**src/rtl/ex_muldiv_pkg.sv**
```systemverilog
// Shared encodings for the EX-stage multiply/divide unit: aluop codes, result
// select, FSM states and the decoded M-extension op.
package ex_muldiv_pkg;

    localparam logic [7:0] EXE_MUL_OP    = 8'hA0;
    localparam logic [7:0] EXE_MULH_OP   = 8'hA1;
    localparam logic [7:0] EXE_MULHSU_OP = 8'hA2;
    localparam logic [7:0] EXE_MULHU_OP  = 8'hA3;
    localparam logic [7:0] EXE_DIV_OP    = 8'hA4;
    localparam logic [7:0] EXE_DIVU_OP   = 8'hA5;
    localparam logic [7:0] EXE_REM_OP    = 8'hA6;
    localparam logic [7:0] EXE_REMU_OP   = 8'hA7;

    localparam logic [2:0] EXE_RES_MULDIV = 3'b110;
    localparam logic [4:0] NOPRegAddr     = 5'b00000;

    typedef enum logic [1:0] {MdIdle, MdMul, MdDiv, MdDone} md_state_e;

    // Low three aluop bits of the M-ext codes map straight onto this enum.
    typedef enum logic [2:0] {
        MdOpMul, MdOpMulh, MdOpMulhsu, MdOpMulhu,
        MdOpDiv, MdOpDivu, MdOpRem, MdOpRemu
    } md_op_e;

    function automatic logic is_muldiv_op(input logic [7:0] aop);
        return (aop >= EXE_MUL_OP) && (aop <= EXE_REMU_OP);
    endfunction

endpackage

```
**src/rtl/ex_muldiv_div_iter.sv**
```systemverilog
// Unsigned radix-2 restoring divider, one quotient bit per cycle. quotient and
// remainder present the value being registered this cycle, valid when done=1.
module ex_muldiv_div_iter #(
    parameter int unsigned XLEN = 32
) (
    input  logic            clk,
    input  logic            rst,
    input  logic            start,
    input  logic [XLEN-1:0] dividend,
    input  logic [XLEN-1:0] divisor,
    output logic            done,
    output logic [XLEN-1:0] quotient,
    output logic [XLEN-1:0] remainder
);
    localparam int unsigned CntW = $clog2(XLEN) + 1;

    // {partial remainder, remaining dividend bits / quotient bits}
    logic [2*XLEN-1:0] acc_q;
    logic [2*XLEN-1:0] acc_next;
    logic [XLEN-1:0]   divisor_q;
    logic [CntW-1:0]   cnt_q;
    logic              run_q;
    logic [XLEN:0]     partial;
    logic [XLEN:0]     diff;
    logic              ge;

    always_comb begin
        partial  = acc_q[2*XLEN-1:XLEN-1];
        diff     = partial - {1'b0, divisor_q};
        ge       = ~diff[XLEN];
        acc_next = {(ge ? diff[XLEN-1:0] : partial[XLEN-1:0]), acc_q[XLEN-2:0], ge};
    end

    assign done      = run_q && (cnt_q == CntW'(XLEN - 1));
    assign quotient  = acc_next[XLEN-1:0];
    assign remainder = acc_next[2*XLEN-1:XLEN];

    always_ff @(posedge clk) begin
        if (rst) begin
            acc_q     <= '0;
            divisor_q <= '0;
            cnt_q     <= '0;
            run_q     <= 1'b0;
        end else if (start) begin
            acc_q     <= {{XLEN{1'b0}}, dividend};
            divisor_q <= divisor;
            cnt_q     <= '0;
            run_q     <= 1'b1;
        end else if (run_q) begin
            acc_q <= acc_next;
            cnt_q <= cnt_q + 1'b1;
            if (done) begin
                run_q <= 1'b0;
            end
        end
    end

endmodule

```
**src/rtl/ex_muldiv.sv**
```systemverilog
// EX-stage RV32M/RV64M unit: multi-cycle multiply and restoring divide that
// stalls the front of the pipeline and drives the shared result/forward buses.
module ex_muldiv
    import ex_muldiv_pkg::*;
#(
    parameter int unsigned XLEN       = 32,
    parameter int unsigned MUL_CYCLES = 2,
    parameter int unsigned AOP_W      = 8
) (
    input  logic             clk,
    input  logic             rst,
    input  logic             flush,
    input  logic [AOP_W-1:0] aluop_i,
    input  logic [XLEN-1:0]  reg1_i,
    input  logic [XLEN-1:0]  reg2_i,
    input  logic [4:0]       wd_i,
    input  logic             wreg_i,
    output logic [4:0]       wd_o,
    output logic             wreg_o,
    output logic [XLEN-1:0]  wdata_o,
    output logic             ex_wreg_o,
    output logic [4:0]       ex_wd_o,
    output logic [XLEN-1:0]  ex_wdata_o,
    output logic             stallreq,
    output logic             busy
);
    localparam int unsigned CntW = $clog2(XLEN) + 1;
    localparam logic [XLEN-1:0] IntMin = {1'b1, {(XLEN-1){1'b0}}};

    md_state_e       state_q;
    md_op_e          op_q;
    logic [XLEN-1:0] a_q, b_q, result_q;
    logic [4:0]      wd_q;
    logic            wreg_q, neg_quo_q, neg_rem_q;
    logic [CntW-1:0] cnt_q;

    // Issue-cycle decode
    logic [7:0]      op_code;
    logic            is_m, is_div_in, is_rem_in, signed_div_in;
    logic            a_neg, b_neg, div_zero, div_ovf, div_start;
    md_op_e          op_in;
    logic [XLEN-1:0] abs_a, abs_b, special_res;

    always_comb begin
        op_code       = 8'(aluop_i);
        is_m          = is_muldiv_op(op_code) && (AOP_W'(op_code) == aluop_i);
        op_in         = md_op_e'(op_code[2:0]);
        is_div_in     = op_code[2];
        is_rem_in     = (op_in == MdOpRem) || (op_in == MdOpRemu);
        signed_div_in = (op_in == MdOpDiv) || (op_in == MdOpRem);
        a_neg         = signed_div_in && reg1_i[XLEN-1];
        b_neg         = signed_div_in && reg2_i[XLEN-1];
        abs_a         = a_neg ? -reg1_i : reg1_i;
        abs_b         = b_neg ? -reg2_i : reg2_i;
        div_zero      = (reg2_i == '0);
        div_ovf       = signed_div_in && (reg1_i == IntMin) && (reg2_i == '1);
        if (div_zero) begin
            special_res = is_rem_in ? reg1_i : '1;
        end else begin
            special_res = is_rem_in ? '0 : reg1_i;
        end
        div_start = (state_q == MdIdle) && is_m && is_div_in && !div_zero && !div_ovf
                    && !flush;
    end

    // Multiply datapath on the latched operands
    logic              mul_a_signed, mul_b_signed;
    logic [2*XLEN-1:0] a_ext, b_ext, product;
    logic [XLEN-1:0]   mul_res;

    always_comb begin
        mul_a_signed = (op_q == MdOpMulh) || (op_q == MdOpMulhsu);
        mul_b_signed = (op_q == MdOpMulh);
        a_ext        = {{XLEN{mul_a_signed & a_q[XLEN-1]}}, a_q};
        b_ext        = {{XLEN{mul_b_signed & b_q[XLEN-1]}}, b_q};
        product      = a_ext * b_ext;
        mul_res      = (op_q == MdOpMul) ? product[XLEN-1:0] : product[2*XLEN-1:XLEN];
    end

    logic            div_done;
    logic [XLEN-1:0] uquo, urem, div_res;

    ex_muldiv_div_iter #(
        .XLEN(XLEN)
    ) u_div_iter (
        .clk      (clk),
        .rst      (rst || flush),
        .start    (div_start),
        .dividend (abs_a),
        .divisor  (abs_b),
        .done     (div_done),
        .quotient (uquo),
        .remainder(urem)
    );

    always_comb begin
        if ((op_q == MdOpRem) || (op_q == MdOpRemu)) begin
            div_res = neg_rem_q ? -urem : urem;
        end else begin
            div_res = neg_quo_q ? -uquo : uquo;
        end
    end

    always_ff @(posedge clk) begin
        if (rst) begin
            state_q   <= MdIdle;
            op_q      <= MdOpMul;
            a_q       <= '0;
            b_q       <= '0;
            result_q  <= '0;
            wd_q      <= NOPRegAddr;
            wreg_q    <= 1'b0;
            neg_quo_q <= 1'b0;
            neg_rem_q <= 1'b0;
            cnt_q     <= '0;
        end else if (flush) begin
            state_q <= MdIdle;
            cnt_q   <= '0;
        end else begin
            unique case (state_q)
                MdIdle: begin
                    if (is_m) begin
                        op_q      <= op_in;
                        a_q       <= reg1_i;
                        b_q       <= reg2_i;
                        wd_q      <= wd_i;
                        wreg_q    <= wreg_i;
                        neg_quo_q <= a_neg ^ b_neg;
                        neg_rem_q <= a_neg;
                        if (!is_div_in) begin
                            cnt_q   <= CntW'(MUL_CYCLES - 1);
                            state_q <= MdMul;
                        end else if (div_zero || div_ovf) begin
                            result_q <= special_res;
                            state_q  <= MdDone;
                        end else begin
                            state_q <= MdDiv;
                        end
                    end
                end
                MdMul: begin
                    if (cnt_q == '0) begin
                        result_q <= mul_res;
                        state_q  <= MdDone;
                    end else begin
                        cnt_q <= cnt_q - 1'b1;
                    end
                end
                MdDiv: begin
                    if (div_done) begin
                        result_q <= div_res;
                        state_q  <= MdDone;
                    end
                end
                MdDone:  state_q <= MdIdle;
                default: state_q <= MdIdle;
            endcase
        end
    end

    logic done_now;
    assign done_now   = (state_q == MdDone) && !flush;
    assign wd_o       = done_now ? wd_q : NOPRegAddr;
    assign ex_wd_o    = done_now ? wd_q : NOPRegAddr;
    assign wreg_o     = done_now && wreg_q;
    assign ex_wreg_o  = done_now && wreg_q;
    assign wdata_o    = done_now ? result_q : '0;
    assign ex_wdata_o = done_now ? result_q : '0;
    assign stallreq   = !flush && ((state_q == MdMul) || (state_q == MdDiv) ||
                                   ((state_q == MdIdle) && is_m));
    assign busy       = (state_q != MdIdle);

endmodule

```
**config.mk**
```make
export PLATFORM = sky130hd
export DESIGN_NAME = ex_muldiv
export DESIGN_NICKNAME = d
export VERILOG_FILES = /design/src/rtl/ex_muldiv_pkg.sv /design/src/rtl/ex_muldiv_div_iter.sv /design/src/rtl/ex_muldiv.sv
export SDC_FILE = /design/constraint.sdc
export NUM_CORES = 2
export LEC_CHECK = 0
export ABC_CLOCK_PERIOD_IN_PS = 16450
export BUFFER_PORTS_ARGS = -buffer_cell sky130_fd_sc_hd__buf_2
export CAP_MARGIN = 20
export CORE_MARGIN = 2
export CORE_UTILIZATION = 61
export CTS_BUF_LIST = sky130_fd_sc_hd__clkbuf_4
export CTS_CLUSTER_DIAMETER = 80
export DETAILED_ROUTE_END_ITERATION = 10
export GPL_ROUTABILITY_DRIVEN = 0
export PLACE_DENSITY = 0.75
export SYNTH_ARGS = -nofsm -noshare
export SYNTH_HDL_FRONTEND = slang
export SYNTH_SLANG_ARGS = --single-unit
```
**constraint.sdc**
```tcl
create_clock -name clk -period 16.45 [get_ports clk]
set_clock_uncertainty 0.15 [all_clocks]
set_input_delay 0.8225 -clock clk [delete_from_list [all_inputs] [get_ports clk]]
set_output_delay 0.8225 -clock clk [all_outputs]
set_load 0.01 [all_outputs]
```
After elaboration in Yosys (flattened, before gate mapping)
Cells that the tools add are included.
Cells by class
  add/sub/neg operators: 7
  multiply operators: 1
  div/mod/pow operators: 0
  order comparisons: 2
  eq/ne operators: 20
  shifts and indexed selects: 0
  multiplexer cells: 33
  bitwise gates (word level): 5
  reduce and logical (&&, ||, !) cells: 39
Operators by type and width (count)
  $mux W32: 18
  $neg A32 Y32: 4
  $pmux W32 S3: 1
  $eq A32 B32 Y1 const B: 2
  $mul A33 B33 Y64: 1
  $sub A33 B32 Y33: 1
  $logic_not A32 Y1: 1
  $mux W6: 3
  $eq A3 B3 Y1 const B: 5
  $logic_and A1 B1 Y1: 14
  $ne A2 B2 Y1 const B: 7
  $pmux W6 S2: 1
  $ge A8 B8 Y1 const B: 1
  $le A8 B8 Y1 const B: 1
  $logic_or A1 B1 Y1: 8
  $mux W2: 4
  $pmux W2 S4: 1
  $reduce_and A7 Y1: 1
  $add A6 B1 Y6 const B: 1
  $eq A6 B5 Y1 const B: 1
  $logic_not A6 Y1: 1
  $reduce_and A3 Y1: 2
  $reduce_bool A2 Y1: 3
  $sub A6 B1 Y6 const B: 1
  15 further kinds: 24
Storage, ports and cells
  flip-flop bits (word level): 218
  latch bits: 0
  memory bits (writable): 0
  bits in read-only memories: 0
  input port bits: 81
  word-level logic and storage cells: 122
  memories: 0

Logic depth before layout (Yosys ltp)
  depth in word-level cells: 9
  mapped depth: 34

Hierarchy
A second synthesis with hierarchy kept.
Second synthesis, totals
  cells, all modules: 6369
  area total of the unflattened synthesis: 53710.3 µm²
Modules (own cells, without submodules)
  ex_muldiv: instances 1, cells each 5554, area each 47078.9 µm², seq. area each 2302.2 µm²
  ex_muldiv_div_iter: instances 1, cells each 815, area each 6631.4 µm², seq. area each 2062.0 µm²

Worst setup path after synthesis
No wires, ideal clock.
  path kind: register to register
  start: register op_q[1]
  end: register result_q[29]
  library setup time: 117 ps
  arrival time: 8546 ps
  required time: 16183 ps
  setup slack: 7636 ps
  stages on the path, launching flop included: 32
  buffers on the path: 2
  clock period less this slack: 8814 ps
  cell sequence: dfxtp_1 clkbuf_1 xnor2_1 nor3b_1 clkbuf_1 nand2_1 fa_1 fa_1 inv_1 fa_1 inv_1 fa_1 inv_1 fa_1 fa_1 fa_1 inv_1 fa_1 inv_1 ha_1 a21o_1 a21oi_1 o21ba_2 nand2_1 a21o_1 a21oi_1 a31o_2 o311ai_0 o41ai_1 a221oi_1 o21ai_1 a32o_1
On the way
  longest elaborated chain between the ends: 7
  elaborated cells on any way between the ends: 15
  classes of those cells: mul (1); eq/ne (4); mux (5); bitwise (2); reduce/logical (3)
RTL lines
  start: declaration: line ex_muldiv.sv:31  | md_op_e op_q;
  start signal: assignment: line ex_muldiv.sv:107  | op_q <= MdOpMul;
  start signal: assignment: line ex_muldiv.sv:123  | op_q <= op_in;
  $eq A3 B1 Y1 / $eq A3 B2 Y1 (equally long branches): line ex_muldiv.sv:72, ex_muldiv.sv:73
  $logic_or A1 B1 Y1: line ex_muldiv.sv:72  | mul_a_signed = (op_q == MdOpMulh) || (op_q == MdOpMulhsu);
  $and A1 B1 Y1: line ex_muldiv.sv:74  | a_ext = {{XLEN{mul_a_signed & a_q[XLEN-1]}}, a_q};
  $mul A33 B33 Y64: line ex_muldiv.sv:76  | product = a_ext * b_ext;
  $mux W32: line ex_muldiv.sv:77  | mul_res = (op_q == MdOpMul) ? product[XLEN-1:0] : product[2*XLEN-1:XLEN];
  $mux W32: line ex_muldiv.sv:142  | if (cnt_q == '0) begin
  $pmux W32 S3 (*): line ex_muldiv.sv:120  | unique case (state_q)
  end signal: assignment: line ex_muldiv.sv:134  | result_q <= special_res;
  end signal: assignment: line ex_muldiv.sv:143  | result_q <= mul_res;
  end signal: assignment: line ex_muldiv.sv:151  | result_q <= div_res;
  end: declaration: line ex_muldiv.sv:32  | logic [XLEN-1:0] a_q, b_q, result_q;
Mark *: on every way between the ends. The rest lies on a longest branch, timed or not. The select of a mux whose other input is x is not followed.
A chain may end at the register's enable or synchronous reset.

Worst setup path after layout
Same ends and word-level chain as after synthesis.

==> run summary <==
Run status: complete, no violations
Number of placed instances, taps included: 7362
Post-synth EDFFs: 0
Leakage power of the design: 25.6 nW
Share of async-settable or async-resettable flops after synthesis: 0
Headroom to the max-slew limit: 0.218
Final cell area excluding filler cells: 55800 sq um
Critical path's top delay family: adder cells
Final Critical Period: 9790 ps
Highest cell delay on the worst timing path: 750 ps
Vert. Die Dim: 301 um
Number of H-tree branching levels: 2
Sinks on the clock net: 218
Wire length per cell: 21.3 um
Most frequent CP cell: fa_1
GR Util met1: 0.479
DP HPWL: 124 mm
YS warnings: 0
ANT nets after route: 0
Quantity of I/O buffers inserted on ports: 158
Library cell occupying the most area in the post-synthesis netlist: fa_1
Largest cells by area after synthesis: fa_1 (42%), inv_1 (8.7%), dfxtp_1 (8.1%)
Unrepaired setup endpoints after global routing: no
Worst Path Buf+Inv: 8
Transition time at the pin with the least slew margin: 1160 ps
Sum of overflow across all layers after global routing: 0
Synthesized area: 53800 sq um
Number of hold buffers added after CTS: 0
DR pass1 iterations: 8
Tot GR Track Use: 0.363
Count of different cell masters after synthesis: 99
Sum of negative setup slack: 0 ps
Class of the most critical setup path: flop to flop
TritonCTS Buffers: 59
Final number of hold-violating endpoints: 0
Fraction of the yosys area taken by sequential cells: 0.0811
Residual DRC count: 0
Post-synthesis net count: 7841
Global Route met2 Usage: 0.569
Period utilisation layout: 0.595
DR iter-0 viols: 4471
Required arrival time at the worst endpoint: 16970 ps
Total of cells resized after clock tree synthesis: 0
Final layout net count: 7732
Post-synthesis register bit count: 218
Post-synthesis average cell area: 8.44 sq um
Most numerous cell types in the synthesized netlist: inv_1 (1244), fa_1 (1126), nand2_1 (1050)
Number of top-level pins: 159
Startpoint class of the critical path: flop
Synthesis-to-finish area growth: 3.75%
Area share of the largest cell type after synthesis: 0.419
Critical-path top delay cell: fa_1
Chip width: 301 um
Buffer depth of the longest clock path: 3
Maximum number of pins on one net before global-route repair: 90
Post-CTS setup buffer count: 0
Worst slack on hold paths: 130 ps
Clock root cell: clkbuf_4
Data arrival, critical path: 10310 ps
Clock latency reported for the late side of the worst-skew pair: 790 ps
Cell area power density: 22.6 nW/um^2
Via count of the first global-routing pass: 46037
Largest driver fanout on the critical path: 31
Number of max-cap violations: 0
Layout Cells excl Fill: 7477
Worst IR Drop VDD: 0.0389 mV
Number of antenna violations at the first check in global routing: 7
Fraction of layout cells with a size suffix above 1: 0.0638
Average vias per placed instance: 5.98
Number of core rows: 108
Sort of element at the end of the critical path: flop
Final count of negative-setup-slack endpoints: 0
Power after layout: 1.26 mW
Top FF cell, synth: dfxtp_1
Clock slew seen by the registers of the worst setup and hold paths: 80 ps
Cell with the most instances after synthesis: inv_1
DP Area: 55000 sq um
Routed via count: 44735
Placeable Area: 87000 sq um
Die footprint: 90600 sq um
Total Routed Length: 159 mm
Worst reg2reg setup slack: 6660 ps
Post-synthesis cell count: 6378
TritonCTS clock tree: yes
Final max-slew violation count: 0
Busiest layer in global routing: met2
Starting density of the core: 0.618
Path class of the lowest-slack min-delay path: primary input to flop
Wire length of the first global-routing pass: 255 mm
Met3 Resource Use GR: 0.0724
Top achievable clock speed: 0.102 GHz
==> cell usage in the layout, fill, tap and decap left out, types with 109 or more instances in the layout <==
master and instances:
buf_2 157, dfxtp_1 211, o21ai_0 156, nand2_1 1050, xnor2_1 109, ha_1 256, fa_1 1126, nor2_1 237
and2_1 365, inv_1 1244, a21oi_1 234, a211oi_1 138
==> kinds of logic (layout without fill, tap and decap cells) <==
family,Yosys count,in the layout,synth area share
other,0,8,0
muxes,40,40,0.00779
and+or+nand+nor,1993,1993,0.171
DFF,218,218,0.0811
buffers and inverters,1664,1600,0.119
xor gates and xnor gates,210,210,0.0344
adders and majority gates,1382,1382,0.479
AOI/OAI and AO/OA,871,871,0.107
==> metrics by stage <==
| step | setup WS (ps) | util |
|---|---|---|
| after global routing | 6260 | 0.641 |
| after detailed placement | 6840 | 0.632 |
| after global placement | 7060 | 0.632 |
| final | 6660 | 0.641 |
| after floorplan | 7640 | - |
| after CTS | 6820 | 0.641 |
==> worst paths after layout <==
path | to | cells past startpoint | startpoint
worst max-delay path | result_q[29] | 32 | op_q[1]
worst min-delay path | wd_q[4] | 3 | wd_i[4]
worst max register to register | result_q[29] | 32 | op_q[1]
worst min register to register | wd_q[0] | 2 | wd_q[0]
==> sequential cells by signal, summed over array words and instances, names as in the netlist <==
name and cells:
u_div_iter.run_q 1, wreg_q 1, cnt_q 6, neg_quo_q 1, u_div_iter.acc_q 64, u_div_iter.cnt_q 6
b_q 32, result_q 32, u_div_iter.divisor_q 32, neg_rem_q 1, wd_q 5, a_q 32
op_q 3, state_q 2
==> worst reg2reg max path, delay by kind of cell, from the launching register on <==
family	cells	cell delay [ps]
compound gates	11	2280
buf+inv	8	1400
flops	1	490
xor+xnor	1	200
simple gates	3	290
fa+ha+maj	9	4890
==> power breakdown <==
part	switching, mW	total, mW	leakage [nW]	internal, mW
Sequential	0.00310	0.532	1.76	0.529
Clock	0.269	0.532	0.451	0.263
Combinational	0.138	0.195	23.4	0.0571
Total	0.410	1.26	25.6	0.850
==> metal layers <==
metal  vias up  routed length (um)
li1      19365                   -
met1     22396               60500
met2      2388               71900
met3       582               16300
met4         4               10500
met5         -                 119
==> layout make-up <==
type | instances | area, sq um
repair buffers | 248 | 1470
clock buffers | 83 | 623
multi-input cells | 4496 | 43100
clock inverters | 23 | 148
inverters | 1246 | 4680
flip-flops and latches | 218 | 4380
diodes | 8 | 20.0
well taps | 1155 | 1450
fillers | 7384 | 31200
Power figures use the tool's default switching activity.
